### config.mk
export PLATFORM = sky130hd
export DESIGN_NAME = register_rename_flat
export DESIGN_NICKNAME = d
export VERILOG_FILES = /design/src/rtl/rename_pkg.sv /design/src/rtl/register_rename_if.sv /design/src/rtl/rename_free_list.sv /design/src/rtl/register_rename.sv /design/src/flat_wrapper.sv
export SDC_FILE = /design/constraint.sdc
export NUM_CORES = 1
export LEC_CHECK = 0
export CORE_MARGIN = 10
export CORE_UTILIZATION = 50
export CTS_BUF_LIST = sky130_fd_sc_hd__clkbuf_4 sky130_fd_sc_hd__clkbuf_8
export CTS_CLUSTER_SIZE = 12
export DETAILED_ROUTE_END_ITERATION = 8
export PLACE_DENSITY = 0.77
export SLEW_MARGIN = 20
export SYNTH_ARGS = -nofsm -noshare
export SYNTH_HDL_FRONTEND = slang
export SYNTH_SLANG_ARGS = --single-unit
### constraint.sdc
create_clock -name clk -period 7.6 [get_ports clk]
set_input_delay 1.14 -clock clk [delete_from_list [all_inputs] [get_ports clk]]
set_output_delay 1.14 -clock clk [all_outputs]
set_load 0.1 [all_outputs]
### src/rtl/rename_pkg.sv
// Shared sizes and tag types for the register rename stage.
package rename_pkg;
  localparam int AR_SIZE   = 6;
  localparam int ARCH_SIZE = 5;
  localparam int PHYS_REGS = 64;
  localparam int ARCH_REGS = 32;

  typedef logic [AR_SIZE-1:0] ptag_t;
  typedef logic [AR_SIZE:0]   count_t;
endpackage

### src/rtl/register_rename_if.sv
// Decode-side, retire-side and writeback-side signals of the rename stage.
interface register_rename_if #(
  parameter int AR_SIZE   = rename_pkg::AR_SIZE,
  parameter int ARCH_SIZE = rename_pkg::ARCH_SIZE
);
  logic                   valid_in;
  logic [ARCH_SIZE-1:0]   rs1_arch_in;
  logic [ARCH_SIZE-1:0]   rs2_arch_in;
  logic [ARCH_SIZE-1:0]   rd_arch_in;
  logic                   rd_wr_in;
  logic                   stall_in;
  logic                   retire_valid_in;
  logic [AR_SIZE-1:0]     retire_old_pd_in;
  logic                   FU0_flag_in;
  logic                   FU1_flag_in;
  logic                   FU2_flag_in;
  logic [AR_SIZE-1:0]     reg_tag_from_FU0_in;
  logic [AR_SIZE-1:0]     reg_tag_from_FU1_in;
  logic [AR_SIZE-1:0]     reg_tag_from_FU2_in;
  logic                   valid_out;
  logic [AR_SIZE-1:0]     rs1_out;
  logic [AR_SIZE-1:0]     rs2_out;
  logic [AR_SIZE-1:0]     rd_out;
  logic [AR_SIZE-1:0]     old_rd_out;
  logic [(1<<AR_SIZE)-1:0] ready_vec_out;
  logic                   stall_out;
  logic [AR_SIZE:0]       free_count_out;

  modport master (
    output valid_in, rs1_arch_in, rs2_arch_in, rd_arch_in, rd_wr_in, stall_in,
           retire_valid_in, retire_old_pd_in, FU0_flag_in, FU1_flag_in, FU2_flag_in,
           reg_tag_from_FU0_in, reg_tag_from_FU1_in, reg_tag_from_FU2_in,
    input  valid_out, rs1_out, rs2_out, rd_out, old_rd_out, ready_vec_out,
           stall_out, free_count_out
  );

  modport slave (
    input  valid_in, rs1_arch_in, rs2_arch_in, rd_arch_in, rd_wr_in, stall_in,
           retire_valid_in, retire_old_pd_in, FU0_flag_in, FU1_flag_in, FU2_flag_in,
           reg_tag_from_FU0_in, reg_tag_from_FU1_in, reg_tag_from_FU2_in,
    output valid_out, rs1_out, rs2_out, rd_out, old_rd_out, ready_vec_out,
           stall_out, free_count_out
  );
endinterface

### src/rtl/rename_free_list.sv
// Circular FIFO of free physical tags; pops come from allocation, pushes from retire.
module rename_free_list
  import rename_pkg::*;
(
  input  logic   clk,
  input  logic   rst,
  input  logic   pop,
  input  logic   push,
  input  ptag_t  push_tag,
  output ptag_t  head_tag,
  output count_t count
);
  ptag_t mem [PHYS_REGS];
  ptag_t head;
  ptag_t tail;
  logic  push_ok;
  logic  pop_ok;

  // p0 is never freed, and a push into a full list is dropped rather than overwriting.
  assign push_ok  = push && (push_tag != '0) && (count != count_t'(PHYS_REGS));
  assign pop_ok   = pop && (count != '0);
  assign head_tag = mem[head];

  always_ff @(posedge clk) begin
    if (rst) begin
      for (int i = 0; i < PHYS_REGS; i++) begin
        mem[i] <= (i < ARCH_REGS) ? ptag_t'(i + ARCH_REGS) : '0;
      end
      head  <= '0;
      tail  <= ptag_t'(ARCH_REGS);
      count <= count_t'(ARCH_REGS);
    end else begin
      if (push_ok) begin
        mem[tail] <= push_tag;
        tail      <= tail + ptag_t'(1);
      end
      if (pop_ok) begin
        head <= head + ptag_t'(1);
      end
      case ({push_ok, pop_ok})
        2'b10:   count <= count + count_t'(1);
        2'b01:   count <= count - count_t'(1);
        default: count <= count;
      endcase
    end
  end
endmodule

### src/rtl/register_rename.sv
// Rename stage: RAT lookup, destination allocation from the free list, and ready table.
module register_rename #(
  parameter int AR_SIZE   = rename_pkg::AR_SIZE,
  parameter int ARCH_SIZE = rename_pkg::ARCH_SIZE
) (
  input  logic             clk,
  input  logic             rst,
  register_rename_if.slave rn
);
  localparam int PHYS_REGS = 1 << AR_SIZE;
  localparam int ARCH_REGS = 1 << ARCH_SIZE;

  logic [AR_SIZE-1:0]   rat [ARCH_REGS];
  logic [PHYS_REGS-1:0] ready_q;
  logic [PHYS_REGS-1:0] ready_d;
  logic [AR_SIZE-1:0]   head_tag;
  logic [AR_SIZE:0]     free_count;
  logic                 stall;
  logic                 accept;
  logic                 alloc;

  assign stall         = rn.stall_in | (free_count == '0);
  assign accept        = rn.valid_in & ~stall;
  assign alloc         = accept & rn.rd_wr_in & (rn.rd_arch_in != '0);
  assign rn.stall_out      = stall;
  assign rn.free_count_out = free_count;
  assign rn.ready_vec_out  = ready_q;

  rename_free_list u_free_list (
    .clk      (clk),
    .rst      (rst),
    .pop      (alloc),
    .push     (rn.retire_valid_in),
    .push_tag (rn.retire_old_pd_in),
    .head_tag (head_tag),
    .count    (free_count)
  );

  // Allocation clear is applied after the writeback sets so it wins on a collision.
  always_comb begin
    ready_d = ready_q;
    if (rn.FU0_flag_in && rn.reg_tag_from_FU0_in != '0) ready_d[rn.reg_tag_from_FU0_in] = 1'b1;
    if (rn.FU1_flag_in && rn.reg_tag_from_FU1_in != '0) ready_d[rn.reg_tag_from_FU1_in] = 1'b1;
    if (rn.FU2_flag_in && rn.reg_tag_from_FU2_in != '0) ready_d[rn.reg_tag_from_FU2_in] = 1'b1;
    if (alloc) ready_d[head_tag] = 1'b0;
    ready_d[0] = 1'b1;
  end

  always_ff @(posedge clk) begin
    if (rst) begin
      for (int i = 0; i < ARCH_REGS; i++) begin
        rat[i] <= AR_SIZE'(i);
      end
      ready_q       <= '1;
      rn.valid_out  <= 1'b0;
      rn.rs1_out    <= '0;
      rn.rs2_out    <= '0;
      rn.rd_out     <= '0;
      rn.old_rd_out <= '0;
    end else begin
      ready_q      <= ready_d;
      rn.valid_out <= accept;
      if (accept) begin
        rn.rs1_out    <= rat[rn.rs1_arch_in];
        rn.rs2_out    <= rat[rn.rs2_arch_in];
        rn.rd_out     <= alloc ? head_tag : '0;
        rn.old_rd_out <= alloc ? rat[rn.rd_arch_in] : '0;
      end
      if (alloc) begin
        rat[rn.rd_arch_in] <= head_tag;
      end
    end
  end
endmodule
### src/flat_wrapper.sv
// flat-port wrapper written by rule: the top's interface ports become plain ports
module register_rename_flat 
#(
  parameter int AR_SIZE   = rename_pkg::AR_SIZE,
  parameter int ARCH_SIZE = rename_pkg::ARCH_SIZE
)
  (clk, rst, rn_valid_in, rn_rs1_arch_in, rn_rs2_arch_in, rn_rd_arch_in, rn_rd_wr_in, rn_stall_in, rn_retire_valid_in, rn_retire_old_pd_in, rn_FU0_flag_in, rn_FU1_flag_in, rn_FU2_flag_in, rn_reg_tag_from_FU0_in, rn_reg_tag_from_FU1_in, rn_reg_tag_from_FU2_in, rn_valid_out, rn_rs1_out, rn_rs2_out, rn_rd_out, rn_old_rd_out, rn_ready_vec_out, rn_stall_out, rn_free_count_out);
  register_rename_if #(.AR_SIZE(AR_SIZE), .ARCH_SIZE(ARCH_SIZE)) rn_i ();
  input  logic clk;
  input  logic rst;
  input wire logic [$bits(rn_i.valid_in)-1:0] rn_valid_in;
  input wire logic [$bits(rn_i.rs1_arch_in)-1:0] rn_rs1_arch_in;
  input wire logic [$bits(rn_i.rs2_arch_in)-1:0] rn_rs2_arch_in;
  input wire logic [$bits(rn_i.rd_arch_in)-1:0] rn_rd_arch_in;
  input wire logic [$bits(rn_i.rd_wr_in)-1:0] rn_rd_wr_in;
  input wire logic [$bits(rn_i.stall_in)-1:0] rn_stall_in;
  input wire logic [$bits(rn_i.retire_valid_in)-1:0] rn_retire_valid_in;
  input wire logic [$bits(rn_i.retire_old_pd_in)-1:0] rn_retire_old_pd_in;
  input wire logic [$bits(rn_i.FU0_flag_in)-1:0] rn_FU0_flag_in;
  input wire logic [$bits(rn_i.FU1_flag_in)-1:0] rn_FU1_flag_in;
  input wire logic [$bits(rn_i.FU2_flag_in)-1:0] rn_FU2_flag_in;
  input wire logic [$bits(rn_i.reg_tag_from_FU0_in)-1:0] rn_reg_tag_from_FU0_in;
  input wire logic [$bits(rn_i.reg_tag_from_FU1_in)-1:0] rn_reg_tag_from_FU1_in;
  input wire logic [$bits(rn_i.reg_tag_from_FU2_in)-1:0] rn_reg_tag_from_FU2_in;
  output wire logic [$bits(rn_i.valid_out)-1:0] rn_valid_out;
  output wire logic [$bits(rn_i.rs1_out)-1:0] rn_rs1_out;
  output wire logic [$bits(rn_i.rs2_out)-1:0] rn_rs2_out;
  output wire logic [$bits(rn_i.rd_out)-1:0] rn_rd_out;
  output wire logic [$bits(rn_i.old_rd_out)-1:0] rn_old_rd_out;
  output wire logic [$bits(rn_i.ready_vec_out)-1:0] rn_ready_vec_out;
  output wire logic [$bits(rn_i.stall_out)-1:0] rn_stall_out;
  output wire logic [$bits(rn_i.free_count_out)-1:0] rn_free_count_out;
  assign rn_i.valid_in = rn_valid_in;
  assign rn_i.rs1_arch_in = rn_rs1_arch_in;
  assign rn_i.rs2_arch_in = rn_rs2_arch_in;
  assign rn_i.rd_arch_in = rn_rd_arch_in;
  assign rn_i.rd_wr_in = rn_rd_wr_in;
  assign rn_i.stall_in = rn_stall_in;
  assign rn_i.retire_valid_in = rn_retire_valid_in;
  assign rn_i.retire_old_pd_in = rn_retire_old_pd_in;
  assign rn_i.FU0_flag_in = rn_FU0_flag_in;
  assign rn_i.FU1_flag_in = rn_FU1_flag_in;
  assign rn_i.FU2_flag_in = rn_FU2_flag_in;
  assign rn_i.reg_tag_from_FU0_in = rn_reg_tag_from_FU0_in;
  assign rn_i.reg_tag_from_FU1_in = rn_reg_tag_from_FU1_in;
  assign rn_i.reg_tag_from_FU2_in = rn_reg_tag_from_FU2_in;
  assign rn_valid_out = rn_i.valid_out;
  assign rn_rs1_out = rn_i.rs1_out;
  assign rn_rs2_out = rn_i.rs2_out;
  assign rn_rd_out = rn_i.rd_out;
  assign rn_old_rd_out = rn_i.old_rd_out;
  assign rn_ready_vec_out = rn_i.ready_vec_out;
  assign rn_stall_out = rn_i.stall_out;
  assign rn_free_count_out = rn_i.free_count_out;
  register_rename #(.AR_SIZE(AR_SIZE), .ARCH_SIZE(ARCH_SIZE)) u_core (.clk(clk), .rst(rst), .rn(rn_i));
endmodule
==> results of run 1 <==
[Yosys cell counts, types with 20 or more instances]
| master | instances |
|---|---|
| a21oi_1 | 69 |
| o21ai_0 | 82 |
| buf_1 | 20 |
| o22ai_1 | 83 |
| and2_1 | 276 |
| nor2b_1 | 31 |
| nor2_1 | 278 |
| mux2i_1 | 34 |
| a211oi_1 | 20 |
| nor3_1 | 28 |
| nand3_1 | 26 |
| clkbuf_1 | 179 |
| dfxtp_1 | 113 |
| nand2_1 | 157 |
| mux4_2 | 254 |
| edfxtp_1 | 576 |
| buf_2 | 23 |
| or3_1 | 121 |
| nor4_1 | 63 |
[power by group]
| part | switching, mW | leakage [nW] | internal, mW |
|---|---|---|---|
| Clock | 1.48 | 1.17 | 1.76 |
| Combinational | 0.516 | 4.70 | 0.268 |
| Sequential | 0.0594 | 6.19 | 4.17 |
| Total | 2.05 | 12.1 | 6.20 |
[per-layer routing]
layer	part of all wire, %	routed length, microns	vias to the layer above	GRT usage [%]
met1	36	35030	12030	29.36
met3	10	10050	347	4.677
met2	49	48090	1647	38.79
met5	0	0	-	0
li1	-	-	10280	-
met4	4.8	4736	0	11.63
[registers in the layout (all words and copies together), names as in the netlist, named ones only]
| name | count |
|---|---|
| u_core.u_free_list.mem | 384 |
| u_core.rat | 192 |
| u_core.rn.ready_vec_out | 63 |
| u_core.u_free_list.count | 7 |
| u_core.rn.old_rd_out | 6 |
| u_core.rn.rd_out | 6 |
| u_core.rn.rs1_out | 6 |
| u_core.rn.rs2_out | 6 |
| u_core.u_free_list.head | 6 |
| u_core.u_free_list.tail | 6 |
| u_core.rn.valid_out | 1 |
[final timing paths]
kind,endpoint,slack [ps],cells after the start
min,u_core.rn.rd_out[1],460,2
max reg2reg,u_core.rn.ready_vec_out[5],2930,8
min reg2reg,u_core.rn.rd_out[1],460,2
max,u_core.u_free_list.count[6],2710,13
[worst max-delay path: cells and delay by family]
kind,cells,cell delay (ps)
compound gates,6,1650
fa+ha+maj,2,690
buf+inv,1,620
simple gates,4,1430
[through the flow]
| stage | power (mW) | std cells | hold slack (ps) | instance area [sq um] |
|---|---|---|---|---|
| final | 8.255 | 3731 | 455.0 | 39160 |
| after global routing | 8.491 | 3731 | 470.0 | 39160 |
| after CTS | 8.269 | 3729 | 453.2 | 39120 |
| after detailed placement | 5.080 | 3532 | 443.8 | 36910 |
| after global placement | 5.059 | 3530 | 436.0 | 36860 |
| after floorplan | 4.833 | 2658 | 459.1 | 35090 |
[final cells by class]
cell class | count | share of cell area [%]
clock buffers | 143 | 4.547
repair buffers | 182 | 4.349
diodes | 1 | 0.006390
clock inverters | 54 | 1.109
multi-input cells | 1707 | 36.87
flip-flops and latches | 689 | 49.97
inverters | 15 | 0.1438
well taps | 940 | 3.003
[cell families after synthesis]
logic type,after synthesis
xor gates and xnor gates,11
DFF,689
other,2
muxes,307
and+or+nand+nor,1067
buffers and inverters,262
AOI/OAI and AO/OA,306
adders and majority gates,9
==> flow_summary_export.csv, run 1 <==
group,metric,value,unit
run_status,status,"complete, no violations",
floorplanning,row_count,97,
clocking,ctsHtreeMaxLevel,3,
route,antenna_left,0,
power,power_density,210.8,nW/um^2
setup_path,critPathLaunchType,"input pin",
synth,synth_adder_area_share,0.3425,%
setup_path,crit_chain,"clkdlybuf4s50_1, or3_1, o31ai_1, nor4_2, ha_1, ha_1, nor2b_1, o21ai_0, a21oi_1, o21ai_0, a21oi_1, or4_1, a21oi_1",
synth,ys_types,63,
placement,routabilityCongestion,1.060,
setup_path,cp-end-kind,"register",
synth,synth_top_area_share,49.32,%
placement,pre_cts_slack,1914,ps
timing,rsz0062_at_grt,"false",
synth,synth-edff-count,576,
timing,clock_skew,51.97,ps
route,routedWlPerCell,26.24,microns
job,cap_violations,0,
floorplanning,core,69790,sq um
power,vdd_drop_max,145.2,uV
clocking,numCtsBuffers,109,
clocking,clockBufferDepth,3,
cells_and_area,layout_common_cells,"edfxtp_1, nor2_1, and2_1",
timing,period_minus_slack,4886,ps
synth,synth.area.mux_share,18.62,%
synth,yosysWarnings,0,
floorplanning,start_util,50.26,%
floorplanning,chipWidth,284.8,microns
clocking,hold_buffers,0,
hold_path,min_from,"u_core.rn.rd_out[1]",
cells_and_area,drive_gt1_share,19.18,%
synth,synth_top_family_by_area,"multiplexers",
cells_and_area,syn2layout_area_growth,11.66,%
timing,layout_setup_ws,2714,ps
cells_and_area,final_common_cell,"edfxtp_1",
timing,setup_viol,0,
cells_and_area,nNetsFinal,2761,
synth,syn_inst,2653,
route,routed_wl,97910,microns
synth,yosysTopAreaCell,"edfxtp_1",
floorplanning,ioPinCount,145,
setup_path,crit_required,8250,ps
route,post-route-drc-count,0,
cells_and_area,seq_area,19570,sq um
timing,setup_tns,0,ps
synth,ys_seq_area_share,55.77,%
synth,synth_compound_area_share,5.405,%
global_route,grt_pass1_vias,23800,
synth,ys_ff_latch,689,
clocking,cts_setup_buffers,0,
setup_path,cpMostUsedCell,"a21oi_1",
setup_path,crit_type,"input pin to register",
synth,syn_area_per_cell,13.22,sq um
timing,worstMarginPinSlew,1285,ps
placement,io_buffers,143,
synth,synthSimpleGateAreaFrac,16.25,%
setup_path,critical-path-slowest-cell,"o31ai_1",
floorplanning,die_area,81140,sq um
clocking,clkTransAtPathRegs,60,ps
global_route,antenna_found_initial,1,
timing,min_period_over_period,64.29,%
route,via_per_inst,6.512,
synth,synth_xor_area_share,0.2747,%
route,drtIter0Drc,3510,
synth,synth.area.top_cells,"edfxtp_1, mux4_2, dfxtp_1",
clocking,cts_tree,"done",
setup_path,cp-startpoint,"rn_rd_arch_in[4]",
setup_path,cp_max_fo,15,
synth,async_flop_share,0,%
cells_and_area,multi_input_area,14440,sq um
global_route,grt_pass1_wl,146600,microns
cells_and_area,fill_cells,5465,
timing,relSlewSlack,13.95,%
global_route,grt_usage,23.49,%
synth,synth_area,35070,sq um
clocking,clk_latency,750,ps
setup_path,max_stage_delay,860,ps
clocking,cts_sinks,689,
power,p_leak,12.07,nW
route,vias,24300,
route,first_pass_iters,8,
cells_and_area,postLayoutCoreUtil,56.11,%
timing,fmax,204.7,MHz
timing,drv_slew,0,
clocking,cts_resized,0,
floorplanning,die_h,284.8,microns
setup_path,arrival,5530,ps
timing,timing.final.hold_violations,0,
clocking,clockRootBuffer,"clkbuf_8",
hold_path,min_path_type,"register to register",
synth,ys.flop_type,"edfxtp_1",
global_route,grt_overflow_total,0,
placement,post-dp-hpwl,64830,microns
global_route,grt_max_degree,67,
(Power assumes the default switching activity.)
==> run 2: changes to the inputs <==
==> constraint.sdc (replaced) <==
create_clock -name clk -period 4.9 [get_ports clk]
set_input_delay 0.735 -clock clk [delete_from_list [all_inputs] [get_ports clk]]
set_output_delay 0.735 -clock clk [all_outputs]
set_load 0.1 [all_outputs]
==> run 2 against run 1 <==
Compared with the run above: global-route usage grew 0.43 points; sequential power grew 55%; first-iteration DRC count shrank 4.0%; clock skew grew 23 ps; sequential share of layout area shrank 0.48 points; die area is the same; largest power group unchanged; highest routed layer is now met5.
==> flow_summary_export.csv, run 2 (same netlist as run 1, synthesis figures left out) <==
group,metric,value,unit
floorplanning,die_h,284.8,microns
global_route,grt_usage,23.92,%
setup_path,cp-end-kind,"register",
clocking,cts_sinks,689,
cells_and_area,drive_gt1_share,20.18,%
timing,rsz0062_at_grt,"false",
route,routed_wl,99010,microns
setup_path,critical-path-slowest-cell,"nor3_2",
timing,worstMarginPinSlew,1228,ps
timing,timing.final.hold_violations,0,
global_route,grt_pass1_vias,24250,
power,p_int,9.766,mW
route,vias,24410,
global_route,grt_overflow_total,0,
setup_path,cpMostUsedCell,"buf_4",
cells_and_area,antenna-diode-count,0,
global_route,grt_pass1_wl,150500,microns
floorplanning,start_util,50.26,%
clocking,cts_setup_buffers,0,
clocking,numCtsBuffers,112,
power,combPwrFrac,9.5,%
floorplanning,row_count,97,
run_status,status,"complete, no violations",
timing,layout_setup_ws,798.8,ps
floorplanning,die_area,81140,sq um
power,p_sw_share,25.16,%
timing,setup_viol,0,
power,power_density,330.0,nW/um^2
setup_path,crit_type,"register to register",
floorplanning,chipWidth,284.8,microns
power,vdd_drop_max,231.6,uV
setup_path,crit_required,5440,ps
clocking,clkTransAtPathRegs,70,ps
placement,post-dp-hpwl,66470,microns
timing,min_period_over_period,83.70,%
clocking,clockBufferDepth,3,
cells_and_area,syn2layout_area_growth,12.74,%
cells_and_area,postLayoutCoreUtil,56.66,%
floorplanning,core,69790,sq um
placement,pre_cts_slack,256.6,ps
route,first_pass_iters,6,
clocking,clk_latency,760,ps
power,seqPwrFrac,50.3,%
global_route,antenna_found_initial,2,
timing,fmax,243.8,MHz
power,pwr-share-clk,40.2,%
setup_path,critPathLaunchType,"register",
job,cap_violations,0,
timing,relSlewSlack,17.96,%
setup_path,cp_max_fo,18,
setup_path,crit_chain,"buf_4, mux4_2, a22o_1, nor3_1, o22a_1, buf_4, nand2_1, nor3_2, a22oi_1",
placement,routabilityCongestion,1.026,
setup_path,arrival,4650,ps
cells_and_area,nNetsFinal,2788,
route,antenna_left,0,
power,p_leak,12.28,nW
route,routedWlPerCell,26.26,microns
power,finalPower,13.05,mW
setup_path,max_stage_delay,670,ps
route,post-route-drc-count,0,
cells_and_area,final_common_cell,"edfxtp_1",
route,drtIter0Drc,3370,
timing,drv_slew,0,
clocking,cts_resized,0,
cells_and_area,top_register,"u_core.u_free_list.mem",
cells_and_area,layout_common_cells,"edfxtp_1, nor2_1, and2_1",
route,via_per_inst,6.474,
placement,io_buffers,143,
timing,period_minus_slack,4101,ps
floorplanning,ioPinCount,145,
clocking,cts_tree,"done",
placement,place_area,37160,sq um
setup_path,reg2reg_slack,800,ps
global_route,grt_max_degree,66,
power,p_sw,3.283,mW
cells_and_area,largest_reg_flops,384,
clocking,hold_buffers,0,
timing,setup_tns,0,ps
hold_path,min_path_type,"input pin to register",
clocking,clockRootBuffer,"clkbuf_8",
timing,clock_skew,75.11,ps
cells_and_area,finalInstanceArea,39540,sq um
clocking,ctsHtreeMaxLevel,3,
-- run 2: changes by cell type in the layout (fill, tap and decap cells not counted), sizes merged --
| cell | delta |
|---|---|
| buf | +24 |
| bufinv | -4 |
| clkbuf | +26 |
| clkinv | -6 |
| clkinvlp | -1 |
| diode | -1 |
| inv | +1 |
-- run 2: final timing paths --
kind                                               from                          to  cells after the start
worst max register to register                 register  u_core.rn.ready_vec_out[5]                      9
worst min register to register  u_core.rn.old_rd_out[0]     u_core.rn.old_rd_out[0]                      1
worst min-delay path                                rst  u_core.u_free_list.tail[4]                      2
worst max-delay path                           register  u_core.rn.ready_vec_out[5]                      9
-- run 2: per-layer routing --
metal | up-vias | part of all wire (%) | track usage, %
met1 | 12050 | 36 | 30.15
met2 | 1708 | 49 | 39.09
li1 | 10330 | - | -
met4 | 4 | 4.8 | 11.31
met3 | 319 | 11 | 5.202
met5 | - | 0.023 | 0
-- run 2: power groups by stage --
stage / logic, mW / registers [mW] / clock network [mW]
2_1_floorplan: 0.722 / 6.77 / 0
3_3_place_gp: 1.21 / 6.67 / 0
3_5_place_dp: 1.23 / 6.68 / 0
4_1_cts: 1.23 / 6.56 / 5.30
5_1_grt: 1.30 / 6.57 / 5.56
6_report: 1.24 / 6.56 / 5.24
-- run 2: metrics by stage --
stage	hold slack, ps	instances
2_1_floorplan	459.1	2658
3_3_place_gp	438.9	3557
3_5_place_dp	451.9	3557
4_1_cts	366.4	3770
5_1_grt	390.1	3770
6_report	422.0	3770
-- run 2: layout make-up --
class	instances	area (sq um)
clock inverters	44	301.5
well taps	940	1176
repair buffers	206	1947
fillers	5466	30250
inverters	15	56.30
clock buffers	169	2069
flip-flops and latches	689	19570
multi-input cells	1707	14420
-- run 2: critical path: cells and delay by family, from the launching register on --
| kind | cells | cell delay [ps] |
|---|---|---|
| compound gates | 3 | 710 |
| simple gates | 3 | 1450 |
| mux | 1 | 530 |
| flops | 1 | 600 |
| buf+inv | 2 | 590 |
